==> src/rtl/load_store_unit.sv <==
// ============================================================================
//  Module   : load_store_unit
//  Brief    : Byte-addressed load/store front end for a word-addressed data
//             memory. It checks alignment and range, then performs
//             read-modify-write for sub-word stores and extends load data.
//  Options  : LSU_SUBWORD_EN enables byte/half access (word-only when undefined)
//  Revision : 1.0  initial release
// ============================================================================
`default_nettype none

module load_store_unit #(
    parameter int ADDR_W   = 8,
    parameter int MEM_WAIT = 0
) (
    input  logic        clk,
    input  logic        rst_n,
    input  logic        req_valid,
    output logic        req_ready,
    input  logic        req_write,
    input  logic [1:0]  req_size,
    input  logic        req_unsigned,
    input  logic [31:0] req_addr,
    input  logic [31:0] req_wdata,
    output logic        rsp_valid,
    output logic [31:0] rsp_rdata,
    output logic        rsp_err,
    output logic [31:0] mem_addr,
    output logic        mem_read,
    output logic        mem_write,
    output logic [31:0] mem_wdata,
    input  logic [31:0] mem_rdata
);

    typedef enum logic [1:0] {
        IDLE  = 2'd0,
        READ  = 2'd1,
        WRITE = 2'd2,
        RESP  = 2'd3
    } state_t;

    localparam logic [3:0] c_wait_last = 4'(MEM_WAIT);

    state_t              r_state;
    state_t              w_next;
    logic [3:0]          r_cnt;
    logic                r_write;
    logic                r_err;
    logic [ADDR_W-1:0]   r_widx;
    logic [31:0]         r_data;

    logic                w_accept;
    logic                w_req_err;
    logic                w_req_sub;
    logic                w_rd_last;
    logic [31:0]         w_mem_idx;
    logic [31:0]         w_rd_word;

    assign w_accept  = (r_state == IDLE) && req_valid;
    assign w_rd_last = (r_state == READ) && (r_cnt == c_wait_last);
    assign w_mem_idx = {{(32-ADDR_W){1'b0}}, r_widx};

`ifdef LSU_SUBWORD_EN
    logic [1:0]  r_size;
    logic [1:0]  r_lane;
    logic        r_unsigned;
    logic [7:0]  w_byte;
    logic [15:0] w_half;
    logic [31:0] w_merge;
    logic [31:0] w_load;

    assign w_req_sub = (req_size != 2'b10);

    always_comb begin
        w_req_err = (req_addr >> (ADDR_W + 2)) != 32'd0;
        case (req_size)
            2'b00:   ;
            2'b01:   if (req_addr[0]) w_req_err = 1'b1;
            2'b10:   if (req_addr[1:0] != 2'b00) w_req_err = 1'b1;
            default: w_req_err = 1'b1;
        endcase
    end

    // Little-endian lanes; the store data sits right-justified in r_data.
    always_comb begin
        w_byte  = mem_rdata[{r_lane, 3'b000} +: 8];
        w_half  = mem_rdata[{r_lane[1], 4'b0000} +: 16];
        w_merge = mem_rdata;
        w_load  = mem_rdata;
        case (r_size)
            2'b00: begin
                w_merge[{r_lane, 3'b000} +: 8] = r_data[7:0];
                w_load = {{24{w_byte[7] & ~r_unsigned}}, w_byte};
            end
            2'b01: begin
                w_merge[{r_lane[1], 4'b0000} +: 16] = r_data[15:0];
                w_load = {{16{w_half[15] & ~r_unsigned}}, w_half};
            end
            default: ;
        endcase
    end

    assign w_rd_word = r_write ? w_merge : w_load;

    always_ff @(posedge clk or negedge rst_n) begin
        if (!rst_n) begin
            r_size     <= 2'b00;
            r_lane     <= 2'b00;
            r_unsigned <= 1'b0;
        end else if (w_accept) begin
            r_size     <= req_size;
            r_lane     <= req_addr[1:0];
            r_unsigned <= req_unsigned;
        end
    end
`else
    logic w_unused_ok;

    assign w_unused_ok = req_unsigned;
    assign w_req_sub   = 1'b0;
    assign w_rd_word   = mem_rdata;

    always_comb begin
        w_req_err = (req_addr >> (ADDR_W + 2)) != 32'd0;
        if ((req_size != 2'b10) || (req_addr[1:0] != 2'b00)) w_req_err = 1'b1;
    end
`endif

    always_ff @(posedge clk or negedge rst_n) begin
        if (!rst_n) r_state <= IDLE;
        else        r_state <= w_next;
    end

    always_comb begin
        w_next    = r_state;
        req_ready = 1'b0;
        rsp_valid = 1'b0;
        rsp_err   = 1'b0;
        rsp_rdata = 32'd0;
        mem_addr  = 32'd0;
        mem_read  = 1'b0;
        mem_write = 1'b0;
        mem_wdata = 32'd0;
        case (r_state)
            IDLE: begin
                req_ready = 1'b1;
                if (req_valid) begin
                    if (w_req_err)                  w_next = RESP;
                    else if (!req_write || w_req_sub) w_next = READ;
                    else                            w_next = WRITE;
                end
            end
            READ: begin
                mem_read = 1'b1;
                mem_addr = w_mem_idx;
                if (w_rd_last) w_next = r_write ? WRITE : RESP;
            end
            WRITE: begin
                mem_write = 1'b1;
                mem_addr  = w_mem_idx;
                mem_wdata = r_data;
                w_next    = RESP;
            end
            RESP: begin
                rsp_valid = 1'b1;
                rsp_err   = r_err;
                rsp_rdata = (r_write || r_err) ? 32'd0 : r_data;
                w_next    = IDLE;
            end
            default: w_next = IDLE;
        endcase
    end

    // r_data holds the store word until the read returns, then the load
    // result or the merged write word.
    always_ff @(posedge clk or negedge rst_n) begin
        if (!rst_n) begin
            r_cnt   <= 4'd0;
            r_write <= 1'b0;
            r_err   <= 1'b0;
            r_widx  <= '0;
            r_data  <= 32'd0;
        end else if (w_accept) begin
            r_cnt   <= 4'd0;
            r_write <= req_write;
            r_err   <= w_req_err;
            r_widx  <= req_addr[ADDR_W+1:2];
            r_data  <= req_wdata;
        end else if (r_state == READ) begin
            if (w_rd_last) r_data <= w_rd_word;
            else           r_cnt  <= r_cnt + 4'd1;
        end
    end

endmodule

`default_nettype wire

==> config.mk <==
export PLATFORM = sky130hd
export DESIGN_NAME = load_store_unit
export DESIGN_NICKNAME = d
export VERILOG_FILES = /design/src/rtl/load_store_unit.sv
export SDC_FILE = /design/constraint.sdc
export NUM_CORES = 1
export LEC_CHECK = 0
export CAP_MARGIN = 10
export CORE_MARGIN = 2
export CORE_UTILIZATION = 30
export DETAILED_ROUTE_END_ITERATION = 7
export PLACE_DENSITY = 0.69
export SLEW_MARGIN = 5
export SYNTH_ARGS = -nofsm -noshare
export SYNTH_HDL_FRONTEND = slang
export SYNTH_SLANG_ARGS = --single-unit
export TNS_END_PERCENT = 5
==> constraint.sdc <==
create_clock -name clk -period 1.91 [get_ports clk]
set_clock_uncertainty 0.05 [all_clocks]
set_input_delay 0.382 -clock clk [delete_from_list [all_inputs] [get_ports clk]]
set_output_delay 0.382 -clock clk [all_outputs]
set_load 0.01 [all_outputs]
======== Yosys cells after proc, flatten, opt, wreduce, memory -nomap -nowiden ========
Index checks and enable logic that the tools add are counted.
W data, S select, Z words.
operators by class
  equal/unequal tests ..................... 7
  add/sub/neg operators ................... 1
  muxes and demuxes ....................... 22
  reductions and logical operators ........ 14
operators by type and width
  cell                   count
  $mux W32               6
  $reduce_bool A32 Y1    1
  $mux W4                3
  $mux W2                4
  $mux W8                1
  $ne A2 B2 Y1 const B   4
  $pmux W2 S4            1
  $mux W1                7
  $reduce_and A2 Y1      3
  $reduce_bool A2 Y1     3
  $add A4 B1 Y4 const B  1
  $eq A2 B2 Y1 const B   2
  $logic_not A4 Y1       1
  $eq A2 B1 Y1 const B   1
  $logic_and A1 B1 Y1    2
  $logic_not A2 Y1       1
  $logic_or A1 B1 Y1     2
  $reduce_or A2 Y1       1
storage, ports and cells
  flip-flop bits (word level) ............. 48
  word-level logic and storage cells ...... 50

======== Logic depth before layout (Yosys ltp) ========
Gate-level depths: netlist of the first run.
  word-level depth ........................ 6
  mapped depth ............................ 8

======== Worst setup path after synthesis of the first run ========
No wires, ideal clock.
  path kind ............................... register -> register
  start ................................... reg r_cnt[0]
  end ..................................... reg r_state[1]
  stages on the path, launching flop included .. 7
  data arrival time ....................... 1.716 ns
  period minus slack after synthesis ...... 1.855 ns
  setup slack ............................. 0.055 ns
  cells stage by stage .................... dfrtp_1 -> inv_1 -> ha_1 -> or3b_4 -> a21oi_4 -> mux2_1 -> a41oi_1
between the ends
  word-level cells in the longest chain between the ends .. 4
ends and longest elaborated chain
  element                      line  text
  start: declaration           45    logic [3:0] r_cnt;
  start signal: assignment     190   else r_cnt <= r_cnt + 4'd1;
  $logic_not A4 Y1             59    assign w_rd_last = (r_state == READ) && (r_cnt == c_wait_last);
  $logic_and A1 B1 Y1          59
  $ne A2 B2 Y1 (no line)       --
  $reduce_and A2 Y1 (no line)  --
  end signal: assignment       130   else r_state <= w_next;
  end: declaration             43    state_t r_state;
Every way passes these cells.
A chain may end at the register's enable or synchronous reset.

======== Final worst setup path of the first run ========
  start ................................... reg r_state[1]
  end ..................................... out rsp_rdata[15]
between the ends
  word-level cells in the longest chain between the ends .. 2
ends and longest elaborated chain
  element           line  text
  $eq A2 B2 Y1      143   case (r_state)
  $mux W32          143
  end: declaration  25    output logic [31:0] rsp_rdata,
Every way passes these cells.

==> results of run 1 <==
==> registers in the layout (all words and copies together), names as in the netlist <==
register	count
r_state	2
r_data	32
r_cnt	4
r_widx	8
r_err	1
r_write	1
==> stage by stage <==
| step | hold WS (ns) | cell area [µm²] | std cells |
|---|---|---|---|
| detailed placement | 0.280 | 5040 | 658 |
| global placement | 0.275 | 5040 | 658 |
| global route | 0.459 | 5220 | 674 |
| finish | 0.432 | 5220 | 674 |
| floorplan | 0.0364 | 3100 | 362 |
| CTS | 0.430 | 5170 | 674 |
==> per-layer routing <==
metal	wire length [µm]	vias to the layer above
li1	-	1460
met1	4000	1339
met2	5150	130
met3	755	5
met4	42	0
met5	0	-
==> where the power goes <==
part	switching (mW)	leakage, nW	total, mW	internal (mW)
Sequential	0.344	0.599	1.85	1.50
Clock	0.329	0.0410	0.579	0.250
Combinational	1.96	1.82	4.14	2.18
Total	2.63	2.46	6.56	3.93
==> cells in the final DEF (no fill, tap or decap), types with 5 or more instances in the layout <==
cell type,n
nand2_1,63
mux2i_1,32
and2_1,43
buf_2,44
buf_6,33
buf_12,5
conb_1,24
nor2_1,6
dfrtp_1,47
o21ai_1,9
o21ai_0,25
nor4_1,5
and2_4,31
clkbuf_8,5
clkdlybuf4s50_1,100
buf_4,24
==> path summary, 6_finish.rpt <==
kind,slack (ns),endpoint
worst max-delay path,-0.18,rsp_rdata[15]
worst min-delay path,0.43,r_widx[6]
worst min register to register,0.43,r_widx[6]
min in group asynchronous,0.49,r_data[15]
worst max register to register,0.03,r_state[1]
max in group asynchronous,0.64,r_widx[5]
==> area by class of cell <==
cell class                 count  area [µm²]
sequential                    48        1200
multi-input combinational    266        1730
clock inverter                 1        5.00
fill                         946        4560
tap                          133         166
clock buffer                   6        72.6
inverter                       5        18.8
timing repair buffer         215        2030
==> cell usage after synthesis (2+ instances only) <==
cell type,instances,area [µm²]
buf_2,6,30.0
nor2_1,6,22.5
clkbuf_2,2,10.0
inv_1,5,18.8
o21ai_0,30,150
nand4_1,2,12.5
nand3_1,2,10.0
nor4_1,5,31.3
and2_1,74,463
nor2b_1,2,12.5
buf_4,28,210
xor2_1,2,17.5
dfrtp_1,48,1200
mux2i_1,32,320
nand2_1,63,236
clkbuf_1,7,26.3
o21ai_1,4,20.0
ha_1,7,87.6
==> critical path, stage by stage (launching register included) <==
cell     delay (ns)
dfrtp_1        0.40
buf_6          0.13
ha_4           0.15
nor3b_4        0.15
buf_6          0.14
buf_16         0.14
and2_4         0.15
buf_6          0.11
==> repair_timing <==
action	4_1_cts	5_1_grt
resized for setup	363	23
hold buffers	1	0
pin swaps	29	3
hold endpoints to repair	16	0
setup endpoints to repair	78	109
cloned	4	0
setup buffers	4	0
==> kinds of logic after synthesis <==
| logic type | share of synthesized area, % |
|---|---|
| AO/OA/AOI/OAI | 7.82 |
| XOR/XNOR | 0.873 |
| adder cells (fa/ha/maj) | 2.91 |
| buffers and inverters | 9.81 |
| flip-flops | 39.9 |
| multiplexers | 11.0 |
| other | 0.125 |
| AND/OR/NAND/NOR | 27.5 |
==> flow_summary.toml, run 1 <==
[critical_path]
worstPathArrival_ns = 1.66
critical_path.max_fanout = 8
cp-start-kind = "flop"
cp-startpoint = "r_state[1]"
critPathRequiredTime_ns = 1.48
critical_path_class = "flop to output pin"
endpoint_kind = "output pin"
r2r_cells = 6
regToRegStartpoint = "r_cnt[0]"

[timing]
finalSetupTns_ns = -5.56
setup_violations = 62
fin_crit_ns = 2.09
rsz0062_at_grt = "yes"
max_freq_mhz = 478
fin_crit_sh_pct = 110
setup_slack_ns = -0.184
maxSlewViolCount = 0
hold_viol = 0

[die]
floorplan.initialDensity_pct = 30.8
design.core.area_mm2 = 0.00977
row_count = 36
die_x_um = 104
die_h_um = 104
pin_count = 204
dieArea_mm2 = 0.0108

[logic_synthesis]
yosysWarnings = 0
syn_area_per_cell_um2 = 8.88
async_flop_share_pct = 100
synth.distinct_cells = 32
synth_cells = 339
synth_edf_count = 0
synth-main-ff-cell = "dfrtp_1"
yosysSeqAreaShare_pct = 39.9
synth-seq-cells = 48
syn-cell-area_mm2 = 0.00301

[grt]
grt_pass1_vias = 2980
grt.met3_usage_pct = 5.33
antenna_found_initial = 0
grtUsageMet2_pct = 33.9
grt_usage_pct = 18.3
top_usage_layer = "met2"
globalRouteMet1Util_pct = 21.7
grt_max_degree = 49
grt_overflow = 0
grt_first_pass_wirelength_um = 16000

[routing]
via_per_inst = 4.35
dr.pass1.iters = 4
ant_nets = 0
drtIter0Drc = 77
vias = 2934
wirelength_um = 9950
wl_per_cell_um = 14.8
drc_errors = 0

[clock_network]
cts_buffer_depth = 2
cts_buffers = 5
clk_latency_ns = 0.29
cts_tree = "done"
clkTransAtPathRegs_ns = 0.08
root_buffer = "clkbuf_8"
htree_levels = 2
cts_sinks = 48

[cells_and_area]
utilization_pct = 53.4
area_delta_synth_final_pct = 73.4
drive_gt1_share_pct = 29.4
layout.nets = 651
n_antenna_cell = 0

[placement]
portBuffers = 178
place_congestion = 0.801
dp_slack_ns = -0.229
post-dp-hpwl_um = 7250

[outcome]
violations = "negative setup slack"
status = "finished with violations"

[min_path]
hold_class = "flop to flop"
holdCritStartpoint = "r_widx[6]"
hold_path_depth = 2

[power]
fin_total_pwr_mw = 6.56
p_leak_nw = 2.46
power-per-cell-area_mw_per_mm2 = 1260
vdd_ir_drop_max_mv = 0.605

[run]
maxCapViolations = 0
(Power assumes the default switching activity.)
==> run 2, diff against run 1 <==
- GPL_TIMING_DRIVEN: default -> 0
==> run 2 against run 1 <==
  * The run still ends with negative setup slack left
  * Via count increased by 2.2%
  * Count of clock-buffer cells in the layout unchanged
  * Clock power increased by 24%
  * Sequential cell count unchanged
  * Critical path depth decreased by 1
  * Wire length decreased by 1.4%
  * Utilization increased by 0.63 points
  * Critical path type unchanged
  * Largest cell class unchanged
==> flow_summary.toml, run 2 (synthesis results as in run 1) <==
[routing]
vias = 3000
wl_per_cell_um = 14.1
wirelength_um = 9810
ant_nets = 0
via_per_inst = 4.32
drtIter0Drc = 64
dr.pass1.iters = 4
drc_errors = 0

[min_path]
hold_class = "flop to flop"

[clock_network]
cts_buffer_depth = 2
cts_buffers = 5
root_buffer = "clkbuf_8"
cts_tree = "done"
clk_latency_ns = 0.30
cts_sinks = 48
htree_levels = 2
clkTransAtPathRegs_ns = 0.08

[timing]
setup_violations = 71
setup_slack_ns = -0.138
rsz0062_at_grt = "yes"
max_freq_mhz = 488
fin_crit_sh_pct = 107
fin_crit_ns = 2.05
hold_viol = 0
maxSlewViolCount = 0
hold_ws_ns = 0.445

[placement]
portBuffers = 178
dp.cells = 674
place_congestion = 0.781
dp_slack_ns = -0.915
post-dp-hpwl_um = 7590

[critical_path]
r2r_setup_slack_ns = -0.06
cp.buffers_inverters = 3
critical_path.max_fanout = 10
critPathTopFamily = "buffers and inverters"
r2r-end = "r_data[17]"
endpoint_kind = "output pin"
cp-endpoint = "rsp_rdata[26]"
cp-start-kind = "flop"
cpPeakStageDelay_ns = 0.41
path_cells = "ha_2 -> nor3b_4 -> buf_6 -> buf_8 -> and2_1 -> buf_2"
regToRegStartpoint = "r_state[0]"
cp-startpoint = "r_state[0]"
worstPathArrival_ns = 1.62
cp_slowest_cell = "dfrtp_1"
r2r_cells = 9
cp.depth = 6
critical_path_class = "flop to output pin"
critPathRequiredTime_ns = 1.48

[cells_and_area]
drive_gt1_share_pct = 30.1
largest_register = "r_data"
layout.nets = 670
fill_cells = 931
multi_input_area_mm2 = 0.00171
n_antenna_cell = 0
area_delta_synth_final_pct = 75.4
utilization_pct = 54.0
largest_reg_flops = 32
largest_registers = "r_data (32), r_widx (8), r_cnt (4)"
layout_commonest_cell = "clkdlybuf4s50_1"
seqCellArea_mm2 = 0.00120
stdcell_count = 694
final_cell_mix = "clkdlybuf4s50_1, nand2_1, and2_1"

[die]
dieArea_mm2 = 0.0108
die_h_um = 104
floorplan.initialDensity_pct = 30.8
die_x_um = 104
pin_count = 204
design.core.area_mm2 = 0.00977
row_count = 36

[grt]
globalRouteMet1Util_pct = 22.2
grt_max_degree = 34
grtUsageMet2_pct = 33.0
top_usage_layer = "met2"
grt.met3_usage_pct = 5.26
grt_first_pass_wirelength_um = 16200
grt_overflow = 0
antenna_found_initial = 0
grt_usage_pct = 18.3
grt_pass1_vias = 3170

[power]
p_leak_nw = 2.55
clkPwrFrac_pct = 10.7
power_frac_comb_pct = 62.2
p_sw_mw = 2.64
p_sw_share_pct = 39.1
power-per-cell-area_mw_per_mm2 = 1280
internal_power_mw = 4.11
vdd_ir_drop_max_mv = 0.903
p_seq_share_pct = 27.1

[run]
maxCapViolations = 0

[outcome]
status = "finished with violations"
violations = "negative setup slack"
## run 2: cell count changes in the layout (fill, tap and decap cells not counted), sizes merged
| cell | previous run | this run |
|---|---|---|
| bufinv | 0 | 1 |
| clkbuf | 7 | 11 |
| buf | 110 | 124 |
| clkdlybuf4s15 | 1 | 2 |
## run 2: worst min path at each step
stage / start / to / slack [ns] / depth (start not counted)
2_1_floorplan: rst_n / r_cnt[0] / 0.04 / 0
5_1_grt: r_widx[5] / r_widx[5] / 0.47 / 2
3_5_place_dp: rst_n / r_data[21] / 0.28 / 1
4_1_cts: r_widx[3] / r_widx[3] / 0.43 / 2
3_3_place_gp: r_widx[3] / r_widx[3] / 0.40 / 2
6_report: r_widx[4] / r_widx[4] / 0.44 / 2
## run 2: through the flow
stage / setup TNS (ns) / power [mW] / cell area, µm²
2_1_floorplan: 0 / 3.70 / 3100
3_3_place_gp: -95.88 / 5.37 / 5040
3_5_place_dp: -50.87 / 5.47 / 5060
4_1_cts: -6.38 / 6.30 / 5110
5_1_grt: -14.22 / 7.31 / 5280
6_report: -4.63 / 6.75 / 5280
## run 2: per-layer routing
metal | up-vias | routed length (µm)
met5 | - | 0
met4 | 0 | 77
met3 | 7 | 724
met2 | 122 | 4900
met1 | 1372 | 4110
li1 | 1499 | -
## run 2: tightest hold or removal path, delay by kind of cell (launching register included)
| family | cells | cell delay [ns] |
|---|---|---|
| flops | 1 | 0.36 |
| simple gates | 2 | 0.10 |
## run 2: layout make-up
| cell class | count | area share (%) |
|---|---|---|
| Buffer | 43 | 7.30 |
| Clock buffer | 6 | 1.37 |
| Clock inverter | 2 | 0.664 |
| Inverter | 5 | 0.403 |
| Multi-Input combinational cell | 266 | 32.4 |
| Sequential cell | 48 | 22.8 |
| Tap cell | 133 | 3.15 |
| Timing Repair Buffer | 191 | 31.9 |
## run 2: power by group through the flow
stage	Combinational, mW	Sequential (mW)	Clock [mW]
after global routing	4.61	1.91	0.791
after floorplan	1.97	1.72	0
after global placement	3.58	1.79	0
final	4.20	1.83	0.720
after CTS	3.74	1.81	0.752
after detailed placement	3.65	1.82	0
## run 2: repair_timing
item                                   in CTS  in global routing
cloned                                      0                  0
setup endpoints to repair                 104                119
resized for setup                         338                 62
endpoints found under the hold margin      15                  0
buffers inserted                            8                  3
hold buffers                                1                  0
pin swaps                                  20                  6
==> run 3, diff against run 2 <==
- CORE_MARGIN: 2 -> 3
- CORE_UTILIZATION: 30 -> 33
- PLACE_DENSITY: 0.69 -> 0.76
==> run 3 against run 2 <==
  * The run still ends with negative setup slack left
  * Critical path type unchanged
  * Design area grew 2.0%
  * Sequential power increased by 3%
  * Combinational power decreased by 3%
  * Sequential share of layout area shrank 0.42 points
  * Highest routed layer unchanged
  * Utilization grew 7.1 points
==> flow_summary.toml, run 3 (synthesis results as in run 1) <==
[outcome]
status = "finished with violations"
violations = "negative setup slack"

[grt]
grt_overflow = 0
antenna_found_initial = 0
grt_pass1_vias = 3005
grt_usage_pct = 17.9
grt_max_degree = 32
grt_first_pass_wirelength_um = 14900

[critical_path]
r2r_setup_slack_ns = -0.04
cp-startpoint = "r_state[0]"
endpoint_kind = "output pin"
worstPathArrival_ns = 1.67
critical_path_class = "flop to output pin"
regToRegStartpoint = "r_state[1]"
cp-endpoint = "rsp_rdata[3]"
critPathRequiredTime_ns = 1.48
cp-start-kind = "flop"
r2r-end = "r_data[9]"
critical_path.max_fanout = 7
r2r_cells = 8

[timing]
hold_viol = 0
fin_crit_sh_pct = 110
max_freq_mhz = 477
setup_violations = 49
rsz0062_at_grt = "yes"
setup_slack_ns = -0.188
fin_crit_ns = 2.10
maxSlewViolCount = 0

[routing]
dr_wl_met2_um = 5400
via_per_inst = 4.54
wl_per_cell_um = 14.6
drc_errors = 0
drtIter0Drc = 77
wl_met3_um = 655
highest_layer = "met4"
wirelength_um = 9800
drt-met1-wl_um = 3730
vias = 3043
ant_nets = 0
dr.pass1.iters = 4

[cells_and_area]
n_antenna_cell = 0
seqCellArea_mm2 = 0.00120
area_delta_synth_final_pct = 78.9
final_cell_mix = "clkdlybuf4s50_1, nand2_1, dfrtp_1"
stdcell_count = 670
drive_gt1_share_pct = 32.6
largest_reg_flops = 32
largest_register = "r_data"
layout_commonest_cell = "clkdlybuf4s50_1"
fill_cells = 785
layout.nets = 671
largest_registers = "r_data (32), r_widx (8), r_cnt (4)"
multi_input_area_mm2 = 0.00175

[die]
design.core.area_mm2 = 0.00881
row_count = 34
floorplan.initialDensity_pct = 34.2
pin_count = 204
die_x_um = 101
die_h_um = 101
dieArea_mm2 = 0.0103

[clock_network]
clk_latency_ns = 0.29
cts_buffer_depth = 2
htree_levels = 2
cts_tree = "done"
clkTransAtPathRegs_ns = 0.08
root_buffer = "clkbuf_8"
cts_sinks = 48
cts_buffers = 5

[min_path]
hold_class = "flop to flop"
holdCritStartpoint = "r_widx[3]"

[power]
fin_total_pwr_mw = 6.69
power-per-cell-area_mw_per_mm2 = 1240
vdd_ir_drop_max_mv = 0.693
p_leak_nw = 2.57

[placement]
post-dp-hpwl_um = 7470
dp.cells = 649
portBuffers = 178
place_congestion = 0.738

[run]
maxCapViolations = 0
## run 3: cell type report
type,count,share of cell area [%]
repair buffers,192,33.3
multi-input cells,266,32.4
flip-flops and latches,48,22.3
well taps,108,2.51
clock inverters,2,0.651
inverters,5,0.442
plain buffers,43,7.02
clock buffers,6,1.35
## run 3: repair_timing
action / 4_1_cts / 5_1_grt
hold buffers: 1 / 0
hold endpoints to repair: 17 / 0
setup endpoints to repair: 97 / 118
pin swaps: 24 / 3
gates resized for setup: 339 / 90
cloned: 3 / 0
buffers inserted: 9 / 0
## run 3: metal layers
| metal | track usage [%] | vias to the layer above |
|---|---|---|
| li1 | - | 1502 |
| met3 | 3.99 | 2 |
| met2 | 34.7 | 117 |
| met5 | 0 | - |
| met4 | 2.15 | 0 |
| met1 | 20.5 | 1422 |
## run 3: metrics by stage
stage | area (µm²) | util [%] | TNS [ns] | setup WS [ns] | hold WS (ns)
6_report | 5380 | 61.1 | -6.80 | -0.188 | 0.431
5_1_grt | 5380 | 61.1 | -14.65 | -0.262 | 0.455
4_1_cts | 5140 | 58.4 | -7.06 | -0.199 | 0.430
3_5_place_dp | 5030 | 57.1 | -47.07 | -0.863 | 0.284
3_3_place_gp | 5010 | 56.9 | -92.35 | -0.987 | 0.401
2_1_floorplan | 3100 | - | 0 | 0.0553 | 0.0364
## run 3: where the power goes
group	internal, mW	leakage [nW]	switching, mW
logic	2.17	1.92	1.92
clock network	0.389	0.0552	0.332
registers	1.50	0.599	0.377
## run 3: worst min-delay path by stage
| stage | cells after the start | slack [ns] | end |
|---|---|---|---|
| after floorplan | 0 | 0.04 | r_cnt[0] |
| after global placement | 2 | 0.40 | r_widx[7] |
| after detailed placement | 1 | 0.28 | r_data[20] |
| after CTS | 2 | 0.43 | r_widx[2] |
| after global routing | 2 | 0.46 | r_widx[3] |
| final | 2 | 0.43 | r_widx[3] |
## run 3: critical path, stage by stage (launching register included)
cell	delay, ns
dfrtp_1	0.45
ha_4	0.18
nor3b_4	0.19
buf_6	0.19
buf_8	0.12
and2_4	0.14
buf_6	0.10
